$ cat config.mk
export PLATFORM = sky130hd
export DESIGN_NAME = vga_bus_pipe
export DESIGN_NICKNAME = d
export VERILOG_FILES = /design/src/rtl/vga_bus_pipe_pkg.sv /design/src/rtl/vga_bus_pipe_delay_line.sv /design/src/rtl/vga_bus_pipe.sv
export SDC_FILE = /design/constraint.sdc
export NUM_CORES = 1
export LEC_CHECK = 0
export CAP_MARGIN = 25
export CORE_AREA = 2 2 104 146
export CTS_CLUSTER_SIZE = 30
export DETAILED_ROUTE_END_ITERATION = 12
export DIE_AREA = 0 0 106 148
export DONT_BUFFER_PORTS = 1
export MAX_ROUTING_LAYER = met4
export PLACE_DENSITY_LB_ADDON = 0.25
export SYNTH_ARGS = -nofsm -noshare
export SYNTH_HDL_FRONTEND = slang
export SYNTH_SLANG_ARGS = --single-unit
$ cat constraint.sdc
create_clock -name clk -period 4.31 [get_ports clk]
set_clock_uncertainty 0.15 [all_clocks]
set_input_delay 1.0775 -clock clk [delete_from_list [all_inputs] [get_ports clk]]
set_output_delay 1.0775 -clock clk [all_outputs]
set_load 0.1 [all_outputs]
$ cat src/rtl/vga_bus_pipe_pkg.sv
// Shared types for the VGA timing pipeline: default widths and the packed timing bundle.
package vga_bus_pipe_pkg;

    localparam int unsigned VGA_CNT_W = 11;
    localparam int unsigned VGA_RGB_W = 12;

    typedef struct packed {
        logic [VGA_CNT_W-1:0] vcount;
        logic                 vsync;
        logic                 vblnk;
        logic [VGA_CNT_W-1:0] hcount;
        logic                 hsync;
        logic                 hblnk;
    } vga_tim_t;

    localparam int unsigned VGA_TIM_W = $bits(vga_tim_t);

    // Idle timing: both blanks asserted, everything else low.
    localparam vga_tim_t VGA_TIM_RST = '{
        vcount: '0, vsync: 1'b0, vblnk: 1'b1,
        hcount: '0, hsync: 1'b0, hblnk: 1'b1
    };

endpackage

$ cat src/rtl/vga_bus_pipe_delay_line.sv
// Generic fixed-latency shift register with synchronous reset to a constant.
module vga_delay_line #(
    parameter int unsigned W       = 1,
    parameter int unsigned DEPTH   = 2,
    parameter logic [W-1:0] RST_VAL = '0
) (
    input  logic         clk,
    input  logic         rst,
    input  logic [W-1:0] d,
    output logic [W-1:0] q
);

    logic [W-1:0] stage [DEPTH];

    always_ff @(posedge clk) begin
        if (rst) begin
            for (int i = 0; i < int'(DEPTH); i++) begin
                stage[i] <= RST_VAL;
            end
        end else begin
            stage[0] <= d;
            for (int i = 1; i < int'(DEPTH); i++) begin
                stage[i] <= stage[i-1];
            end
        end
    end

    assign q = stage[DEPTH-1];

endmodule

$ cat src/rtl/vga_bus_pipe.sv
// DEPTH-stage pipeline for VGA timing plus NCH RGB layers, with SOF/SOL pulses,
// a frame counter and a layer select that only switches on the start-of-frame pixel.
module vga_bus_pipe
    import vga_bus_pipe_pkg::*;
#(
    parameter int unsigned  CNT_W  = VGA_CNT_W,
    parameter int unsigned  RGB_W  = VGA_RGB_W,
    parameter int unsigned  NCH    = 2,
    parameter int unsigned  DEPTH  = 2,
    parameter int unsigned  FCNT_W = 8,
    localparam int unsigned SEL_W  = (NCH > 1) ? $clog2(NCH) : 1
) (
    input  logic                 clk,
    input  logic                 rst,
    input  logic [CNT_W-1:0]     in_hcount,
    input  logic [CNT_W-1:0]     in_vcount,
    input  logic                 in_hsync,
    input  logic                 in_vsync,
    input  logic                 in_hblnk,
    input  logic                 in_vblnk,
    input  logic [NCH*RGB_W-1:0] in_rgb,
    input  logic [SEL_W-1:0]     in_sel,
    output logic [CNT_W-1:0]     out_hcount,
    output logic [CNT_W-1:0]     out_vcount,
    output logic                 out_hsync,
    output logic                 out_vsync,
    output logic                 out_hblnk,
    output logic                 out_vblnk,
    output logic [NCH*RGB_W-1:0] out_rgb,
    output logic [RGB_W-1:0]     out_rgb_mux,
    output logic                 out_valid,
    output logic                 out_sof,
    output logic                 out_sol,
    output logic [FCNT_W-1:0]    frame_cnt,
    output logic                 sel_err
);

    localparam int unsigned FILL_W = $clog2(DEPTH + 1);

    if (DEPTH < 1 || DEPTH > 32) begin : g_depth_chk
        $error("vga_bus_pipe: DEPTH must be in 1..32");
    end
    if (NCH < 1 || NCH > 8) begin : g_nch_chk
        $error("vga_bus_pipe: NCH must be in 1..8");
    end
    if (CNT_W != VGA_CNT_W) begin : g_cnt_chk
        $error("vga_bus_pipe: CNT_W must match the packed timing bundle width");
    end

    vga_tim_t            tim_in;
    vga_tim_t            tim_out;
    logic [CNT_W-1:0]    prev_h;
    logic                first;
    logic                sol_in_c;
    logic                sof_in_c;
    logic [FILL_W-1:0]   fill;
    logic [SEL_W-1:0]    sel_pending;
    logic [SEL_W-1:0]    sel_active;
    logic [SEL_W-1:0]    sel_eff_c;
    logic                sel_ok_c;

    assign tim_in = '{vcount: in_vcount, vsync: in_vsync, vblnk: in_vblnk,
                      hcount: in_hcount, hsync: in_hsync, hblnk: in_hblnk};

    vga_delay_line #(.W(VGA_TIM_W), .DEPTH(DEPTH), .RST_VAL(VGA_TIM_RST)) u_tim (
        .clk (clk),
        .rst (rst),
        .d   (tim_in),
        .q   (tim_out)
    );

    vga_delay_line #(.W(NCH*RGB_W), .DEPTH(DEPTH), .RST_VAL('0)) u_rgb (
        .clk (clk),
        .rst (rst),
        .d   (in_rgb),
        .q   (out_rgb)
    );

    // Line/frame starts are detected on the input side and travel with their sample,
    // so the pulses land in the same cycle as the matching output counts.
    assign sol_in_c = (in_hcount == '0) && ((prev_h != '0) || first);
    assign sof_in_c = sol_in_c && (in_vcount == '0);

    vga_delay_line #(.W(2), .DEPTH(DEPTH), .RST_VAL(2'b00)) u_pulse (
        .clk (clk),
        .rst (rst),
        .d   ({sof_in_c, sol_in_c}),
        .q   ({out_sof, out_sol})
    );

    assign out_hcount = tim_out.hcount;
    assign out_vcount = tim_out.vcount;
    assign out_hsync  = tim_out.hsync;
    assign out_vsync  = tim_out.vsync;
    assign out_hblnk  = tim_out.hblnk;
    assign out_vblnk  = tim_out.vblnk;

    always_ff @(posedge clk) begin
        if (rst) begin
            prev_h      <= '0;
            first       <= 1'b1;
            sel_pending <= '0;
        end else begin
            prev_h      <= in_hcount;
            first       <= 1'b0;
            sel_pending <= in_sel;
        end
    end

    // Fill tracking: valid rises together with the first real sample at the output.
    always_ff @(posedge clk) begin
        if (rst) begin
            fill      <= '0;
            out_valid <= 1'b0;
        end else if (!out_valid) begin
            fill <= fill + FILL_W'(1);
            if (fill == FILL_W'(DEPTH - 1)) begin
                out_valid <= 1'b1;
            end
        end
    end

    always_ff @(posedge clk) begin
        if (rst) begin
            frame_cnt <= '0;
        end else if (out_sof) begin
            frame_cnt <= frame_cnt + FCNT_W'(1);
        end
    end

    // Select only changes on the SOF pixel; out-of-range requests are dropped there.
    assign sel_ok_c    = (NCH > 1) && (32'(sel_pending) < NCH);
    assign sel_eff_c   = (out_sof && sel_ok_c) ? sel_pending : sel_active;
    assign sel_err     = out_sof && !sel_ok_c && (NCH > 1);
    assign out_rgb_mux = out_rgb[RGB_W*32'(sel_eff_c) +: RGB_W];

    always_ff @(posedge clk) begin
        if (rst) begin
            sel_active <= '0;
        end else begin
            sel_active <= sel_eff_c;
        end
    end

endmodule
Yosys cells after proc, flatten, opt, wreduce, memory -nomap -nowiden

Memories as Yosys holds them, arrays and structs flattened.
Cells that the tools add are included.
W data, S select, Z words.

Output and inout bits: 74
Bits in registers: 25
Logic and storage cells: 39
RAM bits: 104
Memories: 3

Shift operators: 1
Mux-type cells: 12
Add/sub/neg operators: 2
Equal/unequal tests: 1
Multipliers: 1
Bitwise logic cells: 6
Reductions and logical operators: 6

Memory list:

| memory        | words | bits a word | rd ports | clocked after memory_dff | wr ports | RTL line                      | RTL |
|---|---|---|---|---|---|---|---|
| u_tim.stage   | 2     | 26          | 2        | 0                        | 2        | vga_bus_pipe_delay_line.sv:13 | `logic [W-1:0] stage [DEPTH];` |
| u_rgb.stage   | 2     | 24          | 2        | 0                        | 2        | vga_bus_pipe_delay_line.sv:13 |  |
| u_pulse.stage | 2     | 2           | 2        | 0                        | 2        | vga_bus_pipe_delay_line.sv:13 |  |

Operators with widths:

| cell                  | count |
|---|---|
| $mux W26              | 2 |
| $mux W24              | 2 |
| $shiftx A24 B6 Y12    | 1 |
| $logic_not A11 Y1     | 2 |
| $reduce_bool A11 Y1   | 1 |
| $add A8 B1 Y8 const B | 1 |
| $mux W1               | 6 |
| $or A1 B1 Y1          | 6 |
| $mux W2               | 2 |
| $mul A2 B1 Y3 const A | 1 |
| $add A2 B1 Y2 const B | 1 |
| $eq A2 B1 Y1 const B  | 1 |
| $logic_and A1 B1 Y1   | 2 |
| $logic_or A1 B1 Y1    | 1 |

Depth between registers and ports, before layout

Depth in word-level cells: 5
Mapped depth: 5
Mapped depth without buffers: 5

Hierarchy

Synthesis repeated with hierarchy kept, for this count alone.

Cells, all modules: 376
Area total of the unflattened synthesis: 4,301.6 um^2

Modules (own cells, without submodules):

| module                    | cells an instance | area an instance (um^2) | times used | sequential area each (um^2) |
|---|---|---|---|---|
| vga_delay_line at u_tim   | 135               | 1,589.0                 | 1          | 1,041.0 |
| vga_delay_line at u_rgb   | 125               | 1,485.2                 | 1          | 960.9 |
| vga_bus_pipe              | 106               | 1,107.3                 | 1          | 500.5 |
| vga_delay_line at u_pulse | 10                | 120.1                   | 1          | 80.1 |

Worst setup path before layout

Ideal clock, no wire load.

Kind: flip-flop to output port
Start: memory u_pulse.stage[1][1] (netlist: u_pulse.stage[0][3])
End: output out_rgb_mux[0]
Arrival: 2.082 ns
Stages on the path, launching flop included: 5
Setup slack: 1.000 ns
Cells stage by stage: dfxtp_1 buf_6 mux2i_4 buf_6 mux2_4

RTL lines:

| what               | RTL line                      | RTL |
|---|---|---|
| start: declaration | vga_bus_pipe_delay_line.sv:13 |  |
| end: declaration   | vga_bus_pipe.sv:30            | `output logic [RGB_W-1:0] out_rgb_mux,` |

==> impl_results.md <==
- Post-Synth Adder-Cell Area: 0.6357%
- Vias in the first global route: 2241
- Hold slack: 258.8 ps
- Pins Over Slew Limit: 0
- PortBufs: 0
- Cts repair resizes: 0
- Cells after Synth: 347
- Pwr/cell area: 608.5 nW/um2
- Share of cells above drive strength 1: 23.28%
- Fmax: 0.3025 GHz
- Final setup fails: 0
- Nets: 390
- Setup TNS: 0 ps
- TritonCTS clock tree: built
- Worst Setup End Kind: primary output
- Global-route wire length before repair: 10970 um
- Power consumption: 2.818 mW
- Status: complete, no violations
- Ports: 127
- Clock sink total: 118
- Metal2 WL: 3436 um
- Most frequent cells in the layout: 118 x dfxtp_1, 99 x nor2b_1, 28 x buf_4
- Hold Buf Count CTS: 0
- Wire per inst: 12.73 um
- Final Hold Viols: 0
- Compound-Gate Fraction of Synth Area: 1.271%
- Critical path data required time: 3080 ps
- Xor/xnor share of the synthesized area: 1.113%
- Worst-path cell chain: mux2i_4, mux2_2, buf_4
- Worst skew pair latency: 400 ps
- Finished Core Util: 32.21%
- Die Y: 148 um
- Area grow syn2layout: 17.67%
- DRT iter0 DRCs: 51
- Multiplexer share of the synthesized area: 5.118%
- Slew headroom: 28.45%
- GRT Total Usage: 9.617%
- Most common cell after layout, fill and taps aside: dfxtp_1
- GR Overflow Total: 0
- Initial Util: 27.38%
- DP Area: 3983 um2
- Multi-input logic area: 1142 um2
- Max_cap viols: 0
- Die X-Extent: 106 um
- Logic pwr share: 6.5%
- Register bit count reported by yosys: 118
- Antenna violations before repair: 1
- M1 WL: 2805 um
- Simple-gate share of the synthesized area: 20.79%
- Average size of a mapped cell: 11.34 um2
- Flop pwr share: 44.7%
- # H-tree levels: 4
- CP Launch Type: flip-flop
- HPWL after DPL: 4659 um
- Fillers: 1460
- Reg area: 2362 um2
- Critical path's largest stage delay: 650 ps
- VDD IR max: 193.8 uV
- Drt drc: 0
- RSZ-0062 raised after global routing: false
- Synthesized area: 3936 um2
- Core ar.: 14380 um2
- Max Used Layer: met4
- Largest family of logic cells by synthesized area: simple AND/OR/NAND/NOR gates
- DRT Pass-1 Iters: 4
- Clock buffer depth: 2
- Final Wtd Congestion: 0.6677
- Tmin final: 3306 ps
- CP max stage cell: mux2i_4
- Sequential fraction of the synthesis area: 60.01%
- Slew @ Worst Pin: 1072 ps
- Crit path kind: flip-flop to primary output
- Post-CTS setup buffer count: 0
- Final period utilization: 76.71%
- Largest net degree at the start of global routing: 118
- Met3 Routed Length: 491 um
- Reg clk slew, reported paths: 60 ps
- Clock power frac: 48.8%
- YS warnings: 0
- Hold path depth: 1
- Vias/cell: 3.868
- Crit path arrival time: 2080 ps
- Total CTS buffers: 17
- DR vias: 2081
- Die footprint: 15690 um2
- FF-to-FF path depth: 4
- Synth cell types: 29
- Post-Layout Inst Area: 4632 um2
- Root Driver: clkbuf_16
- Lkg Pwr: 1.862 nW
- Drt total wl: 6848 um
- Routed Antenna Nets: 0
- Sw Ratio: 26.48%
- CP max FO: 13
- Net Count, Synth: 402
- Hold/Removal Path Class: flip-flop to flip-flop
- Internal power: 2.072 mW
- Switch Pwr: 0.7462 mW
- # rows: 52
[worst max-delay path: cells and delay by family, from the launching register on]
family / cells / cell delay (ps)
muxes: 2 / 1060
DFF: 1 / 390
buffers and inverters: 1 / 230
[final timing paths]
check	start	to	slack, ps
min	u_tim.stage[0][0]	u_tim.stage[0][26]	260
min reg2reg	u_tim.stage[0][0]	u_tim.stage[0][26]	260
max	u_pulse.stage[0][3]	out_rgb_mux[9]	1000
max reg2reg	frame_cnt[0]	frame_cnt[6]	2110
[power by group through the flow]
stage	Sequential, mW	Combinational (mW)	Clock [mW]
5_1_grt	1.27	0.198	1.47
2_1_floorplan	1.22	0.260	0
4_1_cts	1.26	0.187	1.43
6_report	1.26	0.184	1.37
3_3_place_gp	1.28	0.184	0
3_5_place_dp	1.28	0.187	0
[state kept, by name, indices dropped and copies added, names as in the netlist]
register and cells:
u_rgb.stage 48, u_tim.stage 42, prev_h 10, frame_cnt 8, u_pulse.stage 4, fill 2, first 1, out_valid 1
sel_active 1, sel_pending 1
[cell families after synthesis]
group / count (synthesis)
compound gates: 9
xor+xnor: 5
flops: 118
other cells: 1
simple gates: 135
fa+ha+maj: 2
buf+inv: 63
mux: 14
[routing by layer]
layer  vias up  GRT usage, %
met3         7         3.924
met1       963         9.931
met4         0         6.513
met5         -             -
met2        81         14.94
li1       1030             -
[cells in the mapped netlist]
cell	count	area (um2)
a21oi_1	4	20.02
a311oi_1	1	8.760
a31oi_1	1	6.260
buf_2	3	15.01
buf_4	47	352.8
buf_6	2	22.52
clkbuf_1	10	37.54
conb_1	1	3.750
dfxtp_1	118	2362
ha_1	2	25.02
inv_1	1	3.750
mux2_2	3	33.78
mux2_4	9	135.1
mux2i_1	1	10.01
mux2i_4	1	22.52
nand2_1	2	7.510
nand3_1	4	20.02
nand4_1	2	12.51
nand4_2	1	12.51
nor2_1	11	41.29
nor2b_1	99	619.3
nor3_1	1	5.000
nor4_1	7	43.79
nor4_2	1	12.51
o21ai_0	3	15.01
or2_2	4	25.02
or3_1	3	18.77
xnor2_1	1	8.760
xor2_1	4	35.03
[stage by stage]
stage | worst slack (ps) | instances
final | 1004 | 538
after global routing | 900.3 | 538
after CTS | 951.9 | 535
after detailed placement | 1398 | 503
after global placement | 1432 | 502
after floorplan | 1000 | 347
[final cells by class]
type,count,area share [%]
Inverter,1,0.08104
Timing Repair Buffer,31,6.321
Clock inverter,13,3.214
Multi-Input combinational cell,166,24.66
Antenna cell,1,0.05402
Tap cell,189,5.105
Clock buffer,19,9.562
Sequential cell,118,51.00
(Power assumes the default switching activity.)
